**src/rtl/muldiv_unit.sv**
```systemverilog
// muldiv_unit: multi-cycle RV32M multiply/divide unit with a start/busy/done handshake.
// Works on operand magnitudes (shift-add multiply, restoring divide) and fixes signs at the end.
// Every operation, special cases included, has the same fixed latency.
module muldiv_unit #(
  parameter int XLEN = 32
) (
  input  logic            clk,
  input  logic            rst,
  input  logic            start,
  input  logic [2:0]      operation,
  input  logic [XLEN-1:0] operand_1,
  input  logic [XLEN-1:0] operand_2,
  output logic            busy,
  output logic            done,
  output logic [XLEN-1:0] result
);

  localparam logic [1:0] IDLE = 2'd0;
  localparam logic [1:0] PREP = 2'd1;
  localparam logic [1:0] CALC = 2'd2;
  localparam logic [1:0] FIN  = 2'd3;

  localparam logic [2:0] OP_MUL    = 3'd0;
  localparam logic [2:0] OP_MULH   = 3'd1;
  localparam logic [2:0] OP_MULHSU = 3'd2;
  localparam logic [2:0] OP_MULHU  = 3'd3;
  localparam logic [2:0] OP_DIV    = 3'd4;
  localparam logic [2:0] OP_DIVU   = 3'd5;
  localparam logic [2:0] OP_REM    = 3'd6;
  localparam logic [2:0] OP_REMU   = 3'd7;

  localparam logic [XLEN-1:0] MOST_NEG = {1'b1, {(XLEN-1){1'b0}}};

  logic [1:0]        state;
  logic [2:0]        op_r;
  logic [XLEN-1:0]   a_r;
  logic [XLEN-1:0]   b_r;
  logic [XLEN-1:0]   mag;
  logic [2*XLEN-1:0] prod;
  logic [XLEN-1:0]   rem;
  logic [5:0]        count;
  logic              neg_res;
  logic              neg_rem;
  logic              div_zero;
  logic              ovf;

  logic              a_neg;
  logic              b_neg;
  logic [XLEN-1:0]   mag_a;
  logic [XLEN-1:0]   mag_b;
  logic [XLEN:0]     mul_sum;
  logic [XLEN:0]     div_shift;
  logic [XLEN:0]     div_diff;
  logic [2*XLEN-1:0] prod_fix;
  logic [XLEN-1:0]   quo_fix;
  logic [XLEN-1:0]   rem_fix;
  logic [XLEN-1:0]   fin_result;

  // Operand signedness per opcode and the resulting magnitudes used during PREP
  always_comb begin
    a_neg = 1'b0;
    b_neg = 1'b0;
    case (op_r)
      OP_MULH, OP_DIV, OP_REM: begin
        a_neg = a_r[XLEN-1];
        b_neg = b_r[XLEN-1];
      end
      OP_MULHSU: a_neg = a_r[XLEN-1];
      default: ;
    endcase
    mag_a = a_neg ? -a_r : a_r;
    mag_b = b_neg ? -b_r : b_r;
  end

  // One iteration of shift-add multiply and of restoring divide; the divide borrow lands in div_diff's top bit
  always_comb begin
    mul_sum   = {1'b0, prod[2*XLEN-1:XLEN]} + {1'b0, (prod[0] ? mag : {XLEN{1'b0}})};
    div_shift = {rem, prod[XLEN-1]};
    div_diff  = div_shift - {1'b0, mag};
  end

  // Sign correction and result selection, with divide-by-zero and overflow overrides
  always_comb begin
    prod_fix   = neg_res ? -prod : prod;
    quo_fix    = neg_res ? -prod[XLEN-1:0] : prod[XLEN-1:0];
    rem_fix    = neg_rem ? -rem : rem;
    fin_result = '0;
    case (op_r)
      OP_MUL:                        fin_result = prod_fix[XLEN-1:0];
      OP_MULH, OP_MULHSU, OP_MULHU:  fin_result = prod_fix[2*XLEN-1:XLEN];
      OP_DIV, OP_DIVU:               fin_result = div_zero ? {XLEN{1'b1}} : (ovf ? MOST_NEG : quo_fix);
      OP_REM, OP_REMU:               fin_result = div_zero ? a_r : (ovf ? {XLEN{1'b0}} : rem_fix);
      default:                       fin_result = '0;
    endcase
  end

  // Control FSM and datapath registers: accept, prepare, iterate 32 times, then present the result with a done pulse
  always_ff @(posedge clk or posedge rst) begin
    if (rst) begin
      state    <= IDLE;
      busy     <= 1'b0;
      done     <= 1'b0;
      result   <= '0;
      op_r     <= '0;
      a_r      <= '0;
      b_r      <= '0;
      mag      <= '0;
      prod     <= '0;
      rem      <= '0;
      count    <= '0;
      neg_res  <= 1'b0;
      neg_rem  <= 1'b0;
      div_zero <= 1'b0;
      ovf      <= 1'b0;
    end else begin
      case (state)
        IDLE: begin
          if (start) begin
            op_r  <= operation;
            a_r   <= operand_1;
            b_r   <= operand_2;
            busy  <= 1'b1;
            state <= PREP;
          end
        end
        PREP: begin
          neg_res  <= a_neg ^ b_neg;
          neg_rem  <= a_neg;
          div_zero <= (b_r == '0);
          ovf      <= ((op_r == OP_DIV) || (op_r == OP_REM)) &&
                      (a_r == MOST_NEG) && (b_r == {XLEN{1'b1}});
          count    <= 6'd31;
          rem      <= '0;
          if (op_r[2]) begin
            mag  <= mag_b;
            prod <= {{XLEN{1'b0}}, mag_a};
          end else begin
            mag  <= mag_a;
            prod <= {{XLEN{1'b0}}, mag_b};
          end
          state <= CALC;
        end
        CALC: begin
          if (op_r[2]) begin
            prod[XLEN-1:0] <= {prod[XLEN-2:0], ~div_diff[XLEN]};
            rem            <= div_diff[XLEN] ? div_shift[XLEN-1:0] : div_diff[XLEN-1:0];
          end else begin
            prod <= {mul_sum, prod[XLEN-1:1]};
          end
          if (count == 6'd0) begin
            state <= FIN;
          end else begin
            count <= count - 6'd1;
          end
        end
        FIN: begin
          if (!done) begin
            result <= fin_result;
            done   <= 1'b1;
          end else begin
            done  <= 1'b0;
            busy  <= 1'b0;
            state <= IDLE;
          end
        end
      endcase
    end
  end

endmodule
```
**config.mk**
```make
export PLATFORM = sky130hd
export DESIGN_NAME = muldiv_unit
export DESIGN_NICKNAME = d
export VERILOG_FILES = /design/src/rtl/muldiv_unit.sv
export SDC_FILE = /design/constraint.sdc
export NUM_CORES = 1
export LEC_CHECK = 0
export CORE_AREA = 2 2 187 189
export DETAILED_ROUTE_END_ITERATION = 8
export DIE_AREA = 0 0 189 191
export PLACE_DENSITY = 0.74
export SKIP_LAST_GASP = 1
export SLEW_MARGIN = 10
export SYNTH_ARGS = -nofsm -noshare
export SYNTH_HDL_FRONTEND = slang
export SYNTH_SLANG_ARGS = --single-unit
export TNS_END_PERCENT = 1
```
**constraint.sdc**
```tcl
create_clock -name clk -period 11.7 [get_ports clk]
set_input_delay 2.34 -clock clk [delete_from_list [all_inputs] [get_ports clk]]
set_output_delay 2.34 -clock clk [all_outputs]
set_load 0.02 [all_outputs]
```
==> results of run 1 <==
placed cells by master, fill, tap and decap left out, drive strengths merged, types with 42 or more instances in the layout:
cell type        n
nand2          194
o31ai           45
clkdlybuf4s50  103
o21ai          202
inv             88
mux2            71
a21oi          118
xor2            90
dfrtp          241
clkbuf          42
nor2           206
o211ai          43
ha              75
xnor2          113
mux2i           65
layout make-up:
class                           instances  area share
Clock inverter                         10     0.00432
Inverter                               89      0.0164
Clock buffer                           42      0.0405
Sequential cell                       241       0.290
Timing Repair Buffer                  130      0.0592
Multi-Input combinational cell       1702       0.563
Tap cell                              455      0.0273
through the flow:
| step | setup slack [ns] | instance area (um^2) | power, mW | utilization | hold WS (ns) |
|---|---|---|---|---|---|
| floorplan | 2.74 | 18500 | 4.22 | - | 0.451 |
| global placement | 6.57 | 19900 | 5.41 | 0.583 | 0.462 |
| detailed placement | 6.49 | 19900 | 5.49 | 0.583 | 0.476 |
| CTS | 7.10 | 20800 | 6.41 | 0.611 | 0.489 |
| global route | 6.80 | 20800 | 6.88 | 0.611 | 0.510 |
| finish | 7.27 | 20800 | 6.53 | 0.611 | 0.484 |
registers in the layout (all words and copies together) (netlist names):
name and count:
count 6, neg_res 1, rem 32, ovf 1, busy 1, neg_rem 1
op_r 3, done 1, state 2, prod 64, mag 32, div_zero 1
a_r 32, b_r 32, result 32
cells by family (layout without fill, tap and decap cells):
group	after synthesis	in the layout	synth area share
adder cells (fa/ha/maj)	77	77	0.0528
AO/OA/AOI/OAI	628	628	0.219
AND/OR/NAND/NOR	643	643	0.166
flip-flops	241	241	0.325
buffers and inverters	209	271	0.0433
multiplexers	151	151	0.0969
XOR/XNOR	203	203	0.0968
power by group:
group	internal, mW	leakage [nW]	switching [mW]
combinational	1.50	5.39	2.39
clock	0.520	0.454	0.379
sequential	1.18	2.97	0.555
metal layers:
layer / routed length (um) / global-route usage
met5: 11 / 0
met4: 3310 / 0.152
met3: 6360 / 0.0657
met2: 28100 / 0.548
met1: 26500 / 0.487
cells in the mapped netlist (all sizes together), types with 15 or more instances:
master,count
xnor2,113
mux2,71
o21ai,202
nor4,23
a21o,31
o41ai,23
o211ai,43
or4,19
nand4,23
inv,87
clkbuf,107
o22ai,19
mux2i,65
nor2,206
xor2,90
nor3,32
mux4,15
o31ai,45
nand2b,31
a221oi,22
dfrtp,241
or3,20
a21oi,118
nand2,194
a31oi,17
nand3,39
ha,75
worst paths after layout:
check	startpoint	endpoint	slack, ns
min in group asynchronous	rst	b_r[16]	2.29
max reg2reg	prod[31]	rem[1]	7.33
min reg2reg	result[5]	result[5]	0.48
max in group clk	prod[31]	rem[1]	7.33
max	rst	prod[34]	7.27
min	result[5]	result[5]	0.48
critical path, delay by kind of cell:
family   cells  cell delay, ns
buf+inv      4            2.61
==> metrics, run 1 <==
Die Y 191 um; final setup fails 0; EDFF count, synth 0; postcts setup bufs 0; final WL 64.3 mm; Critical Path End Type asynchronous set/reset pin; Critical Path Max Stage Delay 0.88 ns; # diodes 0; via count about 18,000; Multi-input gate area 11,700 um^2; Clock Pin Slew Worst Setup and Hold Paths 0.06 ns; leakage 8.82 nW; hold depth 2; via/cell ratio 6.62; PD cells 313 nW/um^2; Yosys top cell area share 0.325; largest net degree at the start of global routing around 120; final RePlAce weighted congestion between 1 and 1.5; VDD IR-drop max 0.176 mV; flops & latches, synth 241; Detail Route Antenna Nets 0; startpoint types primary input; Fin Clk Skew 0.0217 ns; Tot GR Track Use 0.354; Detailed Route Iter0 Violations 2,219; # DRC 0; initial core utilization 0.543; Mapped Nets about 2,300; share of layout cells above drive strength 1 0.0899; warnings from Yosys 0; post-synthesis sequential area ratio 0.325; CP Class in -> async; crit-path cells clkdlybuf4s50_1 > inv_8 > buf_4 > buf_4; maximum clock path buffer count 3; status completed; DIE AREA approximately 36,000 um^2; sequential cell area 6030 um^2; Pins Over Slew Limit 0; Syn-to-layout area delta 12.5%; CP Max Fanout 117; max cap viols 0; grt total ovfl 0; Crit-path slowest cell buf_4; Max-slew headroom 0.172; Placeable Area 34,100 um^2; data required time of the worst path around 12 ns; cell with the most instances on the worst path buf_4; # fillers just under 3,000; clk sinks roughly 240; Post-Syn Area roughly 19,000 um^2; most used flip-flop cell after synthesis dfrtp_1; Area contributors post-synth dfrtp_1, o21ai_0, xnor2_1, ha_1, mux2_2; H-tree depth 1; Tmin final 4.43 ns; Layout Cells excl Fill 2,669; WP data arrival a little over 5 ns; PortBufs 103; CTS Hold Bufs 0; DR WL/cell 24.1 um; Num CTS Buffers 29; vias in the first global route 16,400; RSZ-0062 raised after global routing false; Post-Route Setup TNS 0 ns; I/O Pins between 100 and 150; TritonCTS clock tree built; Clock Tree Root clkbuf_16; Die W 189 um; first-pass GRT wire length 98.6 mm; Post-Synthesis Cells 2,152; post-CTS resize count 0; Avg Inst Size Synth ~8.6 um^2; async set-reset flop share out of synthesis 1.00; Final period util 0.379; fmax 226 MHz; DRT Pass-1 Iters 6; hpwl dp 48.9 mm; Hold WC Path Type reg -> reg; post-synth top area cell dfrtp_1; # rows between 60 and 70; initial antenna violation count 1; synth unique cells 83; Hold Violations, Final 0; worst-margin pin slew 1.23 ns; worst r2r path cells 12; clk_lat worst skew 0.60 ns; final net count 2,340; DP Cell Count 2,617
Note: power is estimated with default switching activity, not from simulation.
==> inputs of run 2 (changes only) <==
Clock period 11.7 ns to 4.4 ns, I/O delays scaled along.
==> run 2 against run 1 <==
  * Sequential share of layout area decreased by 0.35 points
  * Final cell count increased by 0.82%
  * Count of clock-buffer cells in the layout decreased by 6
  * Clock power increased to 2.8 times the previous value
  * Largest cell class unchanged
==> metrics, run 2 (synthesis results as in run 1) <==
final net count 2,362 (was 2,340); initial core utilization 0.543 (unchanged); worst-margin pin slew 1.15 ns (was 1.23 ns); Pins Over Slew Limit 0 (unchanged); met2 Use GR 0.577 (was 0.548); commonest non-fill, non-tap cell in the layout dfrtp_1 (unchanged); clk_lat worst skew 0.60 ns (about the same); Max-slew headroom 0.230 (was 0.172); Final period util 0.891; final WL 68.3 mm (was 64.3 mm); Largest register FFs 64 (unchanged); Num CTS Buffers 29 (unchanged); CTS Hold Bufs 0 (unchanged); grt total ovfl 0 (unchanged); Hold Path End result[3] (was result[5]); RSZ-0062 raised after global routing false (unchanged); VDD IR-drop max 0.626 mV (was 0.176 mV); Die W 189 um (unchanged); H-tree depth 1 (unchanged); # rows 68 (unchanged); TritonCTS clock tree built (unchanged); Detailed Route Iter0 Violations 2,237 (was 2,219); Critical Path End Type flip-flop (was asynchronous set/reset pin); Die Y 191 um (unchanged); Tmin final 3.92 ns; design area 21,100 um^2 (was 20,800 um^2); via count 17,700 (about the same); hpwl dp 52.6 mm (was 48.9 mm); max cap viols 0 (unchanged); data required time of the worst path 4.91 ns (was 12.35 ns); cell area after placement 20,100 um^2 (was 19,900 um^2); Hold WC Path Type reg -> reg (unchanged); share of layout cells above drive strength 1 0.100 (was 0.0899); worst r2r src prod[31] (unchanged); Clock Pin Slew Worst Setup and Hold Paths 0.06 ns (about the same); Hold Violations, Final 0 (unchanged); initial antenna violation count 2 (was 1); WP data arrival 4.43 ns (was 5.08 ns); DRT Pass-1 Iters 5 (was 6); CP Class reg -> reg (was in -> async); Clock Tree Root clkbuf_16 (unchanged); post-CTS resize count 0 (unchanged); FF-to-FF End prod[0] (was rem[1]); first-pass GRT wire length 103 mm (was 98.6 mm); Overall Power 17.8 mW (was 6.53 mW); hold depth 2 (unchanged); M3 GR Usage 0.0879 (was 0.0657); Hold Crit Start result[3] (was result[5]); fmax 255 MHz; leakage 8.96 nW (was 8.82 nW); Syn-to-layout area delta 13.9% (was 12.5%); Placeable Area 34,100 um^2 (unchanged); via/cell ratio 6.58 (was 6.62); reg-to-reg slack, setup 0.48 ns (was 7.33 ns); clk sinks 241 (unchanged); vias in the first global route 16,800 (was 16,400); maximum clock path buffer count 3 (unchanged); Tot GR Track Use 0.375 (was 0.354); # DRC 0 (unchanged); PD cells 844 nW/um^2 (was 313 nW/um^2); I/O Pins 104 (unchanged); PortBufs 103 (unchanged); DIE AREA 36,100 um^2 (unchanged); Detail Route Antenna Nets 0 (unchanged); largest net degree at the start of global routing 81 (was 118); CP Max Fanout 27 (was 117); final RePlAce weighted congestion 0.999 (was 1.03); worst r2r path cells 13 (was 12); GRT busiest layer met2 (unchanged); postcts setup bufs 0 (unchanged); startpoint types flip-flop (was primary input); DR WL/cell 25.4 um (was 24.1 um); status completed (unchanged); commonest cells after routing, fill and taps aside dfrtp_1, nor2_1, o21ai_0 (unchanged); Post-Route Setup TNS 0 ns (unchanged); final setup fails 0 (unchanged); # diodes 0 (unchanged); met1 Usage GRT 0.506 (was 0.487); Fin Clk Skew 0.0345 ns (was 0.0217 ns); Top reg by flops prod (unchanged)
[run 2: cell count changes in the layout (fill, tap and decap cells not counted), moves of 2 or more]
cell        before  now
buf_12           0    4
bufinv_16        1    3
clkinv_2         4    7
buf_4           27   45
clkbuf_1         6    2
clkbuf_8         7    5
clkinvlp_4       3    5
[run 2: how the worst max path moves through the flow]
| stage | end | slack (ns) | depth (start not counted) | from |
|---|---|---|---|---|
| 6_report | prod[0] | 0.48 | 13 | prod[31] |
| 2_1_floorplan | a_r[0] | 0.36 | 1 | rst |
| 3_3_place_gp | prod[0] | 0.67 | 13 | prod[31] |
| 5_1_grt | rem[13] | 0.25 | 13 | prod[31] |
| 3_5_place_dp | prod[0] | 0.57 | 13 | prod[31] |
| 4_1_cts | prod[0] | 0.54 | 13 | prod[31] |
[run 2: power by group]
group / switching [mW] / leakage, nW / internal (mW)
registers: 1.52 / 2.97 / 3.14
logic: 6.55 / 5.50 / 4.08
clock network: 1.05 / 0.480 / 1.47
[run 2: worst max-delay path, stage by stage (launching register included)]
cell and delay [ns]:
dfrtp_1 0.43, inv_1 0.17, ha_1 0.24, fa_1 0.40
nor2b_1 0.16, o31a_1 0.16, o211ai_1 0.15, a31oi_1 0.48
o31ai_1 0.26, o21ai_1 0.31, xor2_2 0.26, buf_12 0.24
nand2_1 0.25, a32oi_1 0.29
[run 2: area by class of cell]
cell class / instances / area, um^2
Clock buffer: 36 / 802
Multi-Input combinational cell: 1702 / 11700
Tap cell: 455 / 569
Inverter: 89 / 338
Sequential cell: 241 / 6030
Clock inverter: 16 / 184
Timing Repair Buffer: 152 / 1450
Fill cell: 3013 / 13000
[run 2: metal layers]
layer  part of all wire  routed length [um]
met5            0.00026                  18
met3               0.10                7090
met1               0.41               28000
met4              0.051                3490
met2               0.43               29600
[run 2: through the flow]
stage                     instances  utilization  worst slack [ns]  hold WS (ns)
final                          2691        0.618             0.482         0.481
after global routing           2691        0.618             0.252         0.524
after CTS                      2691        0.618             0.539         0.486
after detailed placement       2639        0.589             0.571         0.473
after global placement         2639        0.589             0.669         0.463
after floorplan                2152            -             0.358         0.451
==> inputs of run 3 (changes only) <==
Settings changed: CORE_AREA 2 2 187 189 to 5 5 190 192, DIE_AREA 0 0 189 191 to 0 0 195 197.
==> run 3 against run 2 <==
  * Utilization rose by 0.11 points
  * Global-route usage fell by 2.6 points
  * Clock skew fell by 0.0034 ns
  * First-iteration DRC count fell by 9.6%
  * Count of clock-buffer cells in the layout rose by 5
  * Wire length rose by 1.5%
  * Fmax rose by 0.34%
  * Critical endpoint unchanged
  * Largest cell class unchanged
  * Largest power group unchanged
==> metrics, run 3 (synthesis results as in run 1) <==
worst-margin pin slew 1.06 ns (was 1.15 ns); final WL 69.3 mm (was 68.3 mm); final RePlAce weighted congestion 1.05 (was 0.999); Max-slew headroom 0.289 (was 0.230); Post-Route Setup TNS 0 ns (unchanged); TritonCTS clock tree built (unchanged); status completed (unchanged); hold depth 1 (was 2); cell internal pwr 8.77 mW (was 8.69 mW); via count 17,800 (was 17,700); vias in the first global route 17,000 (was 16,800); DRT Pass-1 Iters 6 (was 5); Final period util 0.887 (was 0.891); share of layout cells above drive strength 1 0.103 (was 0.100); clk_lat worst skew 0.59 ns (was 0.60 ns); Pins Over Slew Limit 0 (unchanged); initial core utilization 0.542 (was 0.543); Hold Crit Start mag[31] (was result[3]); # fillers 2,991 (was 3,013); commonest non-fill, non-tap cell in the layout dfrtp_1 (unchanged); final setup fails 0 (unchanged); Syn-to-layout area delta 14.4% (was 13.9%); hpwl dp 53.7 mm (was 52.6 mm); reg-to-reg slack, setup 0.50 ns (was 0.48 ns); startpoint types flip-flop (unchanged); Hold WC Path Type reg -> reg (unchanged); Clock Pin Slew Worst Setup and Hold Paths 0.06 ns (about the same); FF-to-FF End prod[0] (unchanged); Overall Power 17.9 mW (was 17.8 mW); Die Y 197 um (was 191 um); Largest register FFs 64 (unchanged); slack of the critical path 0.495 ns (was 0.482 ns); worst r2r path cells 12 (was 13); max cap viols 0 (unchanged); maximum clock path buffer count 3 (unchanged); via/cell ratio 6.58 (about the same); clk sinks 241 (unchanged); Die W 195 um (was 189 um); post-CTS resize count 0 (unchanged); grt total ovfl 0 (unchanged); Hold Path End mag[31] (was result[3]); DIE AREA 38,400 um^2 (was 36,100 um^2); Flop pwr share 0.260 (was 0.262); largest net degree at the start of global routing 54 (was 81); final net count 2,369 (was 2,362); worst r2r src prod[31] (unchanged); DR WL/cell 25.6 um (was 25.4 um); # rows 68 (unchanged); Placeable Area 34,200 um^2 (was 34,100 um^2); Tot GR Track Use 0.349 (was 0.375); Detail Route Antenna Nets 0 (unchanged); RSZ-0062 raised after global routing false (unchanged); PD cells 843 nW/um^2 (was 844 nW/um^2); CTS Hold Bufs 0 (unchanged); PortBufs 103 (unchanged); Critical Path End Type flip-flop (unchanged); clock power share 0.146 (was 0.142); switching pwr 9.09 mW (was 9.11 mW); first-pass GRT wire length 105 mm (was 103 mm); Fin Clk Skew 0.0311 ns (was 0.0345 ns); Sw Share 0.509 (was 0.512); Top reg by flops prod (unchanged); # DRC 0 (unchanged); Logic pwr share 0.594 (was 0.597); Place WS 0.501 ns (was 0.571 ns); WP data arrival 4.39 ns (was 4.43 ns); VDD IR-drop max 0.534 mV (was 0.626 mV); postcts setup bufs 0 (unchanged); Layout Cells excl Fill 2,702 (was 2,691); Num CTS Buffers 30 (was 29); H-tree depth 1 (unchanged); initial antenna violation count 1 (was 2); fin util 0.619 (was 0.618); commonest cells after routing, fill and taps aside dfrtp_1, nor2_1, o21ai_0 (unchanged); I/O Pins 104 (unchanged); Hold Violations, Final 0 (unchanged); Clock Tree Root clkbuf_16 (unchanged); CP Class reg -> reg (unchanged); fmax 256 MHz (was 255 MHz); leakage 9.02 nW (was 8.96 nW); data required time of the worst path 4.89 ns (was 4.91 ns); CP Max Fanout 8 (was 27); Tmin final 3.90 ns (was 3.92 ns); DP Cell Count 2,645 (was 2,639); Detailed Route Iter0 Violations 2,022 (was 2,237)
[run 3: final cells by class]
class / instances / area [um^2] / share of cell area
Multi-Input combinational cell: 1702 / 11700 / 0.553
Inverter: 89 / 338 / 0.0159
Antenna cell: 2 / 5.00 / 0.000236
Tap cell: 455 / 569 / 0.0269
Sequential cell: 241 / 6030 / 0.285
Clock inverter: 14 / 154 / 0.00726
Timing Repair Buffer: 158 / 1490 / 0.0705
Clock buffer: 41 / 873 / 0.0412
[run 3: metrics by stage]
stage | cell area (um^2) | hold WS [ns]
after floorplan | 18500 | 0.451
after global placement | 20200 | 0.462
after detailed placement | 20200 | 0.473
after CTS | 21200 | 0.486
after global routing | 21200 | 0.502
final | 21200 | 0.489
[run 3: how the worst max path moves through the flow]
stage / startpoint / to / slack, ns / cells after the start
after floorplan: rst / a_r[0] / 0.36 / 1
after detailed placement: prod[31] / prod[0] / 0.50 / 12
after global placement: prod[31] / prod[0] / 0.57 / 12
after global routing: prod[31] / rem[4] / 0.18 / 13
final: prod[31] / prod[0] / 0.50 / 12
after CTS: prod[31] / prod[0] / 0.49 / 12
[run 3: metal layers]
layer  vias up  GRT usage  routed length, um
met2      1027      0.537              30400
met3       168     0.0817               7290
met5         -          0                  0
li1       7966          -                  -
met1      8631      0.477              27800
met4         0      0.146               3720
[run 3: critical path: stages (launching register included)]
cell and delay (ns):
dfrtp_1 0.43, inv_1 0.16, ha_1 0.23, fa_1 0.41, nor2b_1 0.17, o31a_1 0.16
o211ai_1 0.15, a31oi_1 0.43, o31ai_1 0.23, o21ai_1 0.32, xor2_2 0.52, nand2_1 0.34
a32oi_1 0.27
[run 3: power groups by stage]
| stage | sequential (mW) | clock (mW) | combinational (mW) |
|---|---|---|---|
| after floorplan | 4.07 | 0 | 7.16 |
| after global placement | 4.55 | 0 | 10.1 |
| after CTS | 4.56 | 2.62 | 10.3 |
| after detailed placement | 4.59 | 0 | 10.3 |
| after global routing | 4.72 | 2.71 | 11.3 |
| final | 4.65 | 2.61 | 10.6 |
